--- src/rtl/lsu_pkg.sv ---
// Shared encodings for the load/store unit: FSM states, RV32I width codes and request latch type.
package lsu_pkg;

  localparam int unsigned WordW = 32;

  localparam logic [1:0] StIdle   = 2'd0;
  localparam logic [1:0] StAccess = 2'd1;
  localparam logic [1:0] StWrite  = 2'd2;
  localparam logic [1:0] StResp   = 2'd3;

  localparam logic [2:0] F3_B  = 3'b000;
  localparam logic [2:0] F3_H  = 3'b001;
  localparam logic [2:0] F3_W  = 3'b010;
  localparam logic [2:0] F3_BU = 3'b100;
  localparam logic [2:0] F3_HU = 3'b101;

  typedef struct packed {
    logic       we;
    logic [2:0] funct3;
  } req_ctl_t;

  // Width codes with no meaning for the given direction.
  function automatic logic f3_illegal(input logic we, input logic [2:0] funct3);
    if (we) begin
      return !((funct3 == F3_B) || (funct3 == F3_H) || (funct3 == F3_W));
    end
    return (funct3 == 3'b011) || (funct3 == 3'b110) || (funct3 == 3'b111);
  endfunction

endpackage

--- src/rtl/lsu_align.sv ---
// Combinational data alignment: load sign/zero extension and sub-word store merge.
module lsu_align
  import lsu_pkg::*;
(
  input  logic [2:0]       funct3,
  input  logic [WordW-1:0] rd_word,
  input  logic [WordW-1:0] old_word,
  input  logic [WordW-1:0] wdata,
  output logic [WordW-1:0] rdata,
  output logic [WordW-1:0] new_word
);

  always_comb begin
    rdata = rd_word;
    case (funct3)
      F3_B:    rdata = {{24{rd_word[7]}}, rd_word[7:0]};
      F3_H:    rdata = {{16{rd_word[15]}}, rd_word[15:0]};
      F3_BU:   rdata = {24'b0, rd_word[7:0]};
      F3_HU:   rdata = {16'b0, rd_word[15:0]};
      default: rdata = rd_word;
    endcase
  end

  // Memory only writes whole words, so the untouched upper bytes come from the read.
  always_comb begin
    new_word = wdata;
    case (funct3)
      F3_B:    new_word = {old_word[31:8], wdata[7:0]};
      F3_H:    new_word = {old_word[31:16], wdata[15:0]};
      default: new_word = wdata;
    endcase
  end

endmodule

--- src/rtl/lsu_ctrl.sv ---
// Load/store unit FSM driving a word-wide byte-addressed memory port.
// Define LSU_MISALIGN_TRAP_EN to reject misaligned H/W accesses with resp_err.
module lsu_ctrl
  import lsu_pkg::*;
#(
  parameter int unsigned ADDR_W = 10
) (
  input  logic              clk,
  input  logic              rst_n,
  input  logic              req_valid,
  output logic              req_ready,
  input  logic              req_we,
  input  logic [2:0]        req_funct3,
  input  logic [ADDR_W-1:0] req_addr,
  input  logic [WordW-1:0]  req_wdata,
  output logic              resp_valid,
  input  logic              resp_ready,
  output logic [WordW-1:0]  resp_rdata,
  output logic              resp_err,
  output logic              mem_wr_en,
  output logic [ADDR_W-1:0] mem_addr,
  output logic [WordW-1:0]  mem_wr_data,
  input  logic [WordW-1:0]  mem_rd_data
);

  logic [1:0]        state_q, state_d;
  req_ctl_t          ctl_q;
  logic [ADDR_W-1:0] addr_q;
  logic [WordW-1:0]  wr_data_q;
  logic [WordW-1:0]  rdata_q;
  logic              err_q;

  logic              accept;
  logic              misalign;
  logic              bad_req;
  logic [WordW-1:0]  ld_data;
  logic [WordW-1:0]  merged;

  assign req_ready   = (state_q == StIdle);
  assign accept      = req_valid && req_ready;
  assign resp_valid  = (state_q == StResp);
  // Decoded straight from the async-reset state so reset kills the strobe immediately.
  assign mem_wr_en   = (state_q == StWrite);
  assign mem_addr    = addr_q;
  assign mem_wr_data = wr_data_q;
  assign resp_rdata  = rdata_q;
  assign resp_err    = err_q;

`ifdef LSU_MISALIGN_TRAP_EN
  always_comb begin
    misalign = 1'b0;
    case (req_funct3)
      F3_H, F3_HU: misalign = req_addr[0];
      F3_W:        misalign = |req_addr[1:0];
      default:     misalign = 1'b0;
    endcase
  end
`else
  assign misalign = 1'b0;
`endif

  assign bad_req = f3_illegal(req_we, req_funct3) || misalign;

  lsu_align u_align (
    .funct3   (ctl_q.funct3),
    .rd_word  (mem_rd_data),
    .old_word (mem_rd_data),
    .wdata    (wr_data_q),
    .rdata    (ld_data),
    .new_word (merged)
  );

  always_comb begin
    state_d = state_q;
    case (state_q)
      StIdle: begin
        if (accept) begin
          if (bad_req) begin
            state_d = StResp;
          end else if (req_we && (req_funct3 == F3_W)) begin
            state_d = StWrite;
          end else begin
            state_d = StAccess;
          end
        end
      end
      StAccess: state_d = ctl_q.we ? StWrite : StResp;
      StWrite:  state_d = StResp;
      StResp:   if (resp_ready) state_d = StIdle;
      default:  state_d = StIdle;
    endcase
  end

  always_ff @(posedge clk or negedge rst_n) begin
    if (!rst_n) begin
      state_q <= StIdle;
    end else begin
      state_q <= state_d;
    end
  end

  always_ff @(posedge clk or negedge rst_n) begin
    if (!rst_n) begin
      ctl_q     <= '0;
      addr_q    <= '0;
      wr_data_q <= '0;
      rdata_q   <= '0;
      err_q     <= 1'b0;
    end else begin
      if (accept) begin
        ctl_q.we     <= req_we;
        ctl_q.funct3 <= req_funct3;
        addr_q       <= req_addr;
        wr_data_q    <= req_wdata;
        rdata_q      <= '0;
        err_q        <= bad_req;
      end
      if (state_q == StAccess) begin
        if (ctl_q.we) begin
          wr_data_q <= merged;
        end else begin
          rdata_q <= ld_data;
        end
      end
    end
  end

endmodule

--- config.mk ---
export PLATFORM = sky130hd
export DESIGN_NAME = lsu_ctrl
export DESIGN_NICKNAME = d
export VERILOG_FILES = /design/src/rtl/lsu_pkg.sv /design/src/rtl/lsu_align.sv /design/src/rtl/lsu_ctrl.sv
export SDC_FILE = /design/constraint.sdc
export NUM_CORES = 1
export LEC_CHECK = 0
export BUFFER_PORTS_ARGS = -buffer_cell sky130_fd_sc_hd__buf_2
export CAP_MARGIN = 20
export CORE_MARGIN = 2
export CORE_UTILIZATION = 46
export CTS_BUF_LIST = sky130_fd_sc_hd__clkbuf_2
export CTS_CLUSTER_DIAMETER = 150
export CTS_CLUSTER_SIZE = 28
export DETAILED_ROUTE_END_ITERATION = 7
export GPL_ROUTABILITY_DRIVEN = 0
export GPL_TIMING_DRIVEN = 0
export HOLD_SLACK_MARGIN = 0.08
export PLACE_DENSITY = 0.89
export SLEW_MARGIN = 20
export SYNTH_ARGS = -nofsm -noshare
export SYNTH_HDL_FRONTEND = slang
export SYNTH_SLANG_ARGS = --single-unit
--- constraint.sdc ---
create_clock -name clk -period 5.25 [get_ports clk]
set_input_delay 0.2625 -clock clk [delete_from_list [all_inputs] [get_ports clk]]
set_output_delay 0.2625 -clock clk [all_outputs]
set_load 0.02 [all_outputs]
==> results.json, run 1 <==
{
  "initial_cell_density_of_the_core_pct": 46.6,
  "fraction_of_final_layout_cells_sized_beyond_drive_strength_1_pct": 36.8,
  "post_synth_xor_area_fraction_pct": 0,
  "synth_compound_area_share_pct": 20.4,
  "share_seq_of_total_power_pct": 33.2,
  "yosysSeqAreaShare_pct": 57.1,
  "areaGrowthSynthToFinish_pct": 56.2,
  "muxShareOfSynthArea_pct": 4.06,
  "boundaryPins": 160,
  "net-switching-power_w": 0.00149,
  "crit_type": "reg -> reg",
  "combinationalPowerShare_pct": 55.5,
  "grtUsageTotal_pct": 30.5,
  "yosysWarningCount": 0,
  "hold_fails_final_rpt": 0,
  "clock_pin_slew_on_the_worst_setup_and_hold_paths_ns": 0.25,
  "status": "completed",
  "estimated_wirelength_of_the_detail_placed_design_um": 7430,
  "final_cells": 686,
  "die_h_um": 91.8,
  "initialDrtViolationCount": 244,
  "number_of_global_route_vias_before_repair": 3924,
  "die_w_um": 91.8,
  "synth.ff_latch_count": 81,
  "cp_data_required_time_ns": 5.69,
  "synth.avg_cell_area_um2": 11.2,
  "final.setup.tns_ns": 0,
  "place.port_buffers": 159,
  "detailroute.via_count": 3735,
  "timing.final.setup_violations": 0,
  "worst_slew_pin_slew_ns": 0.773,
  "ir_worst_vdd_v": 0.000276,
  "type_of_the_worst_min_delay_path": "in -> reg",
  "cts_setup_buffers": 0,
  "cap_viol_max_count": 0,
  "dp.cells": 579,
  "timing.final.max_slew_violations": 0,
  "count_of_unique_library_cells_instantiated_by_yosys": 34,
  "clock_path_buffers": 2,
  "fin_total_pwr_w": 0.00336,
  "number_of_h_tree_levels": 3,
  "cts_sinks": 81,
  "clock_tree.root_cell": "clkbuf_2",
  "clkPwrFrac_pct": 11.4,
  "avgViaCountPerCell": 5.44,
  "synth_fp_nets": 404,
  "routed_wirelength_um": 12600,
  "insertedDiodeCount": 0,
  "rows": 32,
  "post-route-drc-count": 0,
  "final_nets": 666,
  "clock_latency_ns": 0.53,
  "min_path_cells": 3,
  "grt_start_max_net_pins": 45,
  "slew_headroom_pct": 48.3,
  "powerDensity_mw_per_mm2": 607,
  "achievable-frequency_ghz": 0.385,
  "design.core.area_mm2": 0.00761,
  "tritoncts": "done",
  "number_of_antenna_violations_at_the_first_check_in_global_routing": 0,
  "post_synthesis_simple_gate_area_fraction_pct": 12.6,
  "critPathLaunchType": "flop",
  "numCtsBuffers": 9,
  "p_sw_share_pct": 44.3,
  "syn_inst": 317,
  "power.static_leakage_nw": 2.76,
  "critPathMaxFanout": 10,
  "worst_ep_arrival_time_ns": 3.04,
  "grt_first_pass_wirelength_um": 20000,
  "rr_worst_depth": 8,
  "cell_internal_pwr_w": 0.00187,
  "final.period_utilization_pct": 49.5,
  "post_synth_instance_area_mm2": 0.00355,
  "main_combinational_cell_family_by_area_after_synthesis": "compound AO/OA/AOI/OAI gates",
  "avgRoutedWirePerCell_um": 18.4,
  "drt_pass1_iterations": 5,
  "fin_crit_ns": 2.60,
  "die_area_mm2": 0.00843,
  "yosys.area_share.adder_pct": 1.76,
  "overflow": 0,
  "setup_repair_after_global_routing_missed_its_margin": "no",
  "drt.antenna.violating_nets": 0,
  "clock-skew-final_ns": 0.0446,
  "critPathCaptureType": "flop"
}
## final timing paths
kind | start | end | slack [ns]
max in group asynchronous | rst_n | mem_wr_data[13] | 4.41
max | state_q[0] | mem_wr_data[20] | 2.65
min | resp_ready | state_q[0] | 0.19
min in group asynchronous | rst_n | mem_wr_data[19] | 0.20
min reg2reg | mem_addr[0] | mem_addr[0] | 0.50
max reg2reg | state_q[0] | mem_wr_data[20] | 2.65
## what timing repair did
action / in CTS / in global routing
endpoints found under the hold margin: 139 / 1
hold buffers: 90 / 1
endpoints found under the setup margin: 0 / 0
resized for setup: 0 / 0
## layout make-up
class / instances / area (um2)
fill: 505 / 2070
sequential: 81 / 2030
timing repair buffer: 251 / 1730
multi-input combinational: 209 / 1380
tap: 102 / 128
buffer: 22 / 124
clock inverter: 7 / 92.6
clock buffer: 9 / 45.0
inverter: 5 / 18.8
## per-layer routing
metal  global-route usage (%)  routed length [um]
met2                     53.1                6470
met3                     8.87                1120
met1                     35.1                4580
met5                        0                   0
met4                     12.6                 445
## Yosys cell counts
cell       count  area (um2)
nand2_1       47         176
mux2i_1        2        20.0
dfrtp_1       81        2030
inv_1          5        18.8
nor3_2         1        10.0
nand2b_1       9        56.3
a21o_1         1        7.51
nor4b_2        1        15.0
nor2_2         1        6.26
nor2_4         1        11.3
o31ai_1        2        15.0
clkbuf_1       8        30.0
o2bb2ai_1      8        70.1
mux2_2        11         124
ha_1           5        62.6
a221o_1       13         130
nor2_1         2        7.51
nor2b_1        1        6.26
and2_1         6        37.5
a22o_1         8        70.1
o22ai_1        1        6.26
or2_1          1        6.26
nor3_1         2        10.0
a22oi_1        1        7.51
a21oi_1       57         285
buf_2          9        45.0
buf_6          3        33.8
or3_1          5        31.3
o221a_2       11         124
buf_4          2        15.0
and2_0         5        31.3
a21oi_2        1        8.76
nor4bb_1       1        10.0
and3_1         5        31.3
## layout by cell type (no fill, tap or decap), types with 3 or more instances in the layout
master,n
nand2_1,47
o221a_2,11
nand2b_1,9
or3_1,5
inv_1,5
buf_6,3
mux2_2,11
dfrtp_1,81
and2_1,6
clkbuf_1,8
and2_0,5
buf_4,3
a22o_1,8
o2bb2ai_1,8
buf_2,167
a221o_1,13
a21oi_1,57
ha_1,5
clkbuf_2,9
dlygate4sd3_1,91
and3_1,5
## worst max-delay path, cell delays in order, from the launching register on
cell           delay [ns]
dfrtp_1              0.46
inv_1                0.12
ha_1                 0.21
and2_1               0.13
buf_2                0.19
buf_2                0.25
nand2_1              0.24
o221a_2              0.35
dlygate4sd3_1        0.60
## registers in the layout, indices dropped and copies added, names as in the netlist
register / flops
ctl_q: 4
mem_addr: 10
mem_wr_data: 32
resp_err: 1
resp_rdata: 32
state_q: 2
## stage by stage
| step | instance area [um2] | utilization (%) | setup WS [ns] | hold slack [ns] |
|---|---|---|---|---|
| after global placement | 4470 | 58.8 | 3.26 | 0.453 |
| after floorplan | 3550 | - | 3.36 | -0.0331 |
| final | 5540 | 72.8 | 2.65 | 0.193 |
| after global routing | 5540 | 72.8 | 2.52 | 0.176 |
| after detailed placement | 4490 | 59.1 | 3.20 | 0.262 |
| after CTS | 5530 | 72.7 | 2.75 | 0.0809 |
## cells by family (layout without fill, tap and decap cells)
group,after synthesis,in the layout
AOI/OAI and AO/OA,103,103
and+or+nand+nor,88,88
DFF,81,81
buffers and inverters,27,294
muxes,13,13
adders and majority gates,5,5
## power groups by stage
stage	sequential [W]	combinational (W)	clock [W]
3_5_place_dp	0.00110	0.00162	0
3_3_place_gp	0.00109	0.00157	0
5_1_grt	0.00115	0.00200	0.000418
2_1_floorplan	0.00142	0.000754	0
6_report	0.00112	0.00187	0.000382
4_1_cts	0.00109	0.00181	0.000385
No activity file was read; power rests on OpenSTA's default activity.
==> run 2, diff against run 1 <==
==> constraint.sdc (replaced) <==
create_clock -name clk -period 2.6 [get_ports clk]
set_input_delay 0.13 -clock clk [delete_from_list [all_inputs] [get_ports clk]]
set_output_delay 0.13 -clock clk [all_outputs]
set_load 0.02 [all_outputs]
==> run 2 against run 1 <==
- wire length grew 3.9%
- global-route usage grew 1.4 points
- first-iteration DRC count shrank 2.5%
==> results.json, run 2 (synthesis results as in run 1) <==
{
  "initial_cell_density_of_the_core_pct": 46.6,
  "ir_worst_vdd_v": 0.000557,
  "clock_path_buffers": 2,
  "worst_slew_pin_slew_ns": 0.749,
  "grt_first_pass_wirelength_um": 20800,
  "power.static_leakage_nw": 2.81,
  "die_area_mm2": 0.00843,
  "clock_pin_slew_on_the_worst_setup_and_hold_paths_ns": 0.26,
  "fraction_of_final_layout_cells_sized_beyond_drive_strength_1_pct": 37.0,
  "timing.final.max_slew_violations": 0,
  "final.setup.tns_ns": 0,
  "groute.layer.met3.usage_pct": 8.22,
  "hold_ws_ns": 0.349,
  "hold_path.startpoint": "req_wdata[0]",
  "drt.antenna.violating_nets": 0,
  "crit_reg_reg_startpoint": "state_q[0]",
  "clock_tree.root_cell": "clkbuf_2",
  "initialDrtViolationCount": 238,
  "cap_viol_max_count": 0,
  "cp_slowest_stage_delay_ns": 0.59,
  "final.period_utilization_pct": 96.9,
  "slew_headroom_pct": 49.9,
  "critPathLaunchType": "flop",
  "critPathMaxFanout": 10,
  "routed_wirelength_um": 13100,
  "achievable-frequency_ghz": 0.397,
  "fin_crit_ns": 2.52,
  "setup_repair_after_global_routing_missed_its_margin": "no",
  "number_of_global_route_vias_before_repair": 4003,
  "design.core.area_mm2": 0.00761,
  "most_utilized_layer_in_the_global_route_result": "met2",
  "detailroute.via_count": 3839,
  "avgViaCountPerCell": 5.51,
  "avgRoutedWirePerCell_um": 18.8,
  "tritoncts": "done",
  "layout.cells.most_common_list": "buf_2, dlygate4sd3_1, dfrtp_1, a21oi_1, nand2_1",
  "place.port_buffers": 159,
  "r2r_setup_slack_ns": 0.08,
  "min_path_cells": 3,
  "worst_hold_path.endpoint": "mem_wr_data[0]",
  "status": "completed",
  "numCtsBuffers": 9,
  "number_of_h_tree_levels": 3,
  "grtUsageTotal_pct": 31.8,
  "type_of_the_worst_min_delay_path": "in -> reg",
  "cts_sinks": 81,
  "estimated_wirelength_of_the_detail_placed_design_um": 7430,
  "cp_cell_sequence": "inv_1, ha_1, nand2_1, nor2_4, buf_4, a221o_1, dlygate4sd3_1",
  "hold_fails_final_rpt": 0,
  "die_w_um": 91.8,
  "powerDensity_mw_per_mm2": 1230,
  "rr_worst_depth": 7,
  "met1_usage_pct": 36.5,
  "die_h_um": 91.8,
  "final_nets": 676,
  "critPathCaptureType": "flop",
  "post-route-drc-count": 0,
  "timing.critical_path.buf_inv": 3,
  "drt_pass1_iterations": 5,
  "timing.final.setup_violations": 0,
  "family_with_the_most_delay_on_the_worst_path": "buffers and inverters",
  "worst_ep_arrival_time_ns": 2.93,
  "crit_type": "reg -> reg",
  "boundaryPins": 160,
  "critPathSlowestCell": "dlygate4sd3_1",
  "grt_start_max_net_pins": 45,
  "rows": 32,
  "mostFrequentLayoutCell": "buf_2",
  "overflow": 0,
  "cp_data_required_time_ns": 3.01,
  "grtUsageMet2_pct": 56.6,
  "number_of_antenna_violations_at_the_first_check_in_global_routing": 0,
  "stdcell_area_mm2": 0.00566,
  "placement.cell_area_mm2": 0.00449,
  "clock_latency_ns": 0.52,
  "clock-skew-final_ns": 0.0481,
  "areaGrowthSynthToFinish_pct": 59.5,
  "r2r-end": "mem_wr_data[28]"
}
## run 2: metal layers
layer  vias to the layer above  wire (um)
met5                         -          0
met4                         0        492
met3                        44       1090
met2                       256       6750
met1                      1843       4770
li1                       1696          -
## run 2: final cells by class
cell class,count,area (um2)
tap,102,128
clock buffer,9,45.0
sequential,81,2030
clock inverter,7,92.6
antenna,1,2.50
inverter,5,18.8
multi-input combinational,209,1390
timing repair buffer,261,1820
buffer,22,131
fill,490,1950
## run 2: what timing repair did
item                                    4_1_cts  5_1_grt
endpoints found under the setup margin        0       16
hold endpoints to repair                    162        0
hold buffers                                 99        0
gates resized for setup                       0        7
buffers inserted                              0        2
## run 2: worst max path at each step
stage | from | endpoint | depth (start not counted)
after global placement | state_q[0] | mem_wr_data[7] | 6
after global routing | state_q[0] | mem_wr_data[28] | 7
after CTS | state_q[0] | mem_wr_data[19] | 8
after floorplan | state_q[0] | mem_wr_data[7] | 6
after detailed placement | state_q[0] | mem_wr_data[7] | 6
final | state_q[0] | mem_wr_data[28] | 7
## run 2: worst min-delay path, delay by kind of cell
kind | cells | cell delay [ns]
buffers and inverters | 2 | 0.61
muxes | 1 | 0.13
## run 2: through the flow
stage	worst slack (ns)	instances	power [W]	utilization, %
after global routing	0.00780	696	0.00733	74.3
after CTS	0.0903	694	0.00669	73.9
after detailed placement	0.549	579	0.00550	59.1
final	0.0808	697	0.00693	74.4
after floorplan	0.706	317	0.00440	-
after global placement	0.606	578	0.00536	58.8
## run 2: where the power goes
part / internal [W] / total [W] / switching (W)
clock: 0.000317 / 0.000776 / 0.000459
sequential: 0.00186 / 0.00226 / 0.000403
combinational: 0.00168 / 0.00389 / 0.00222
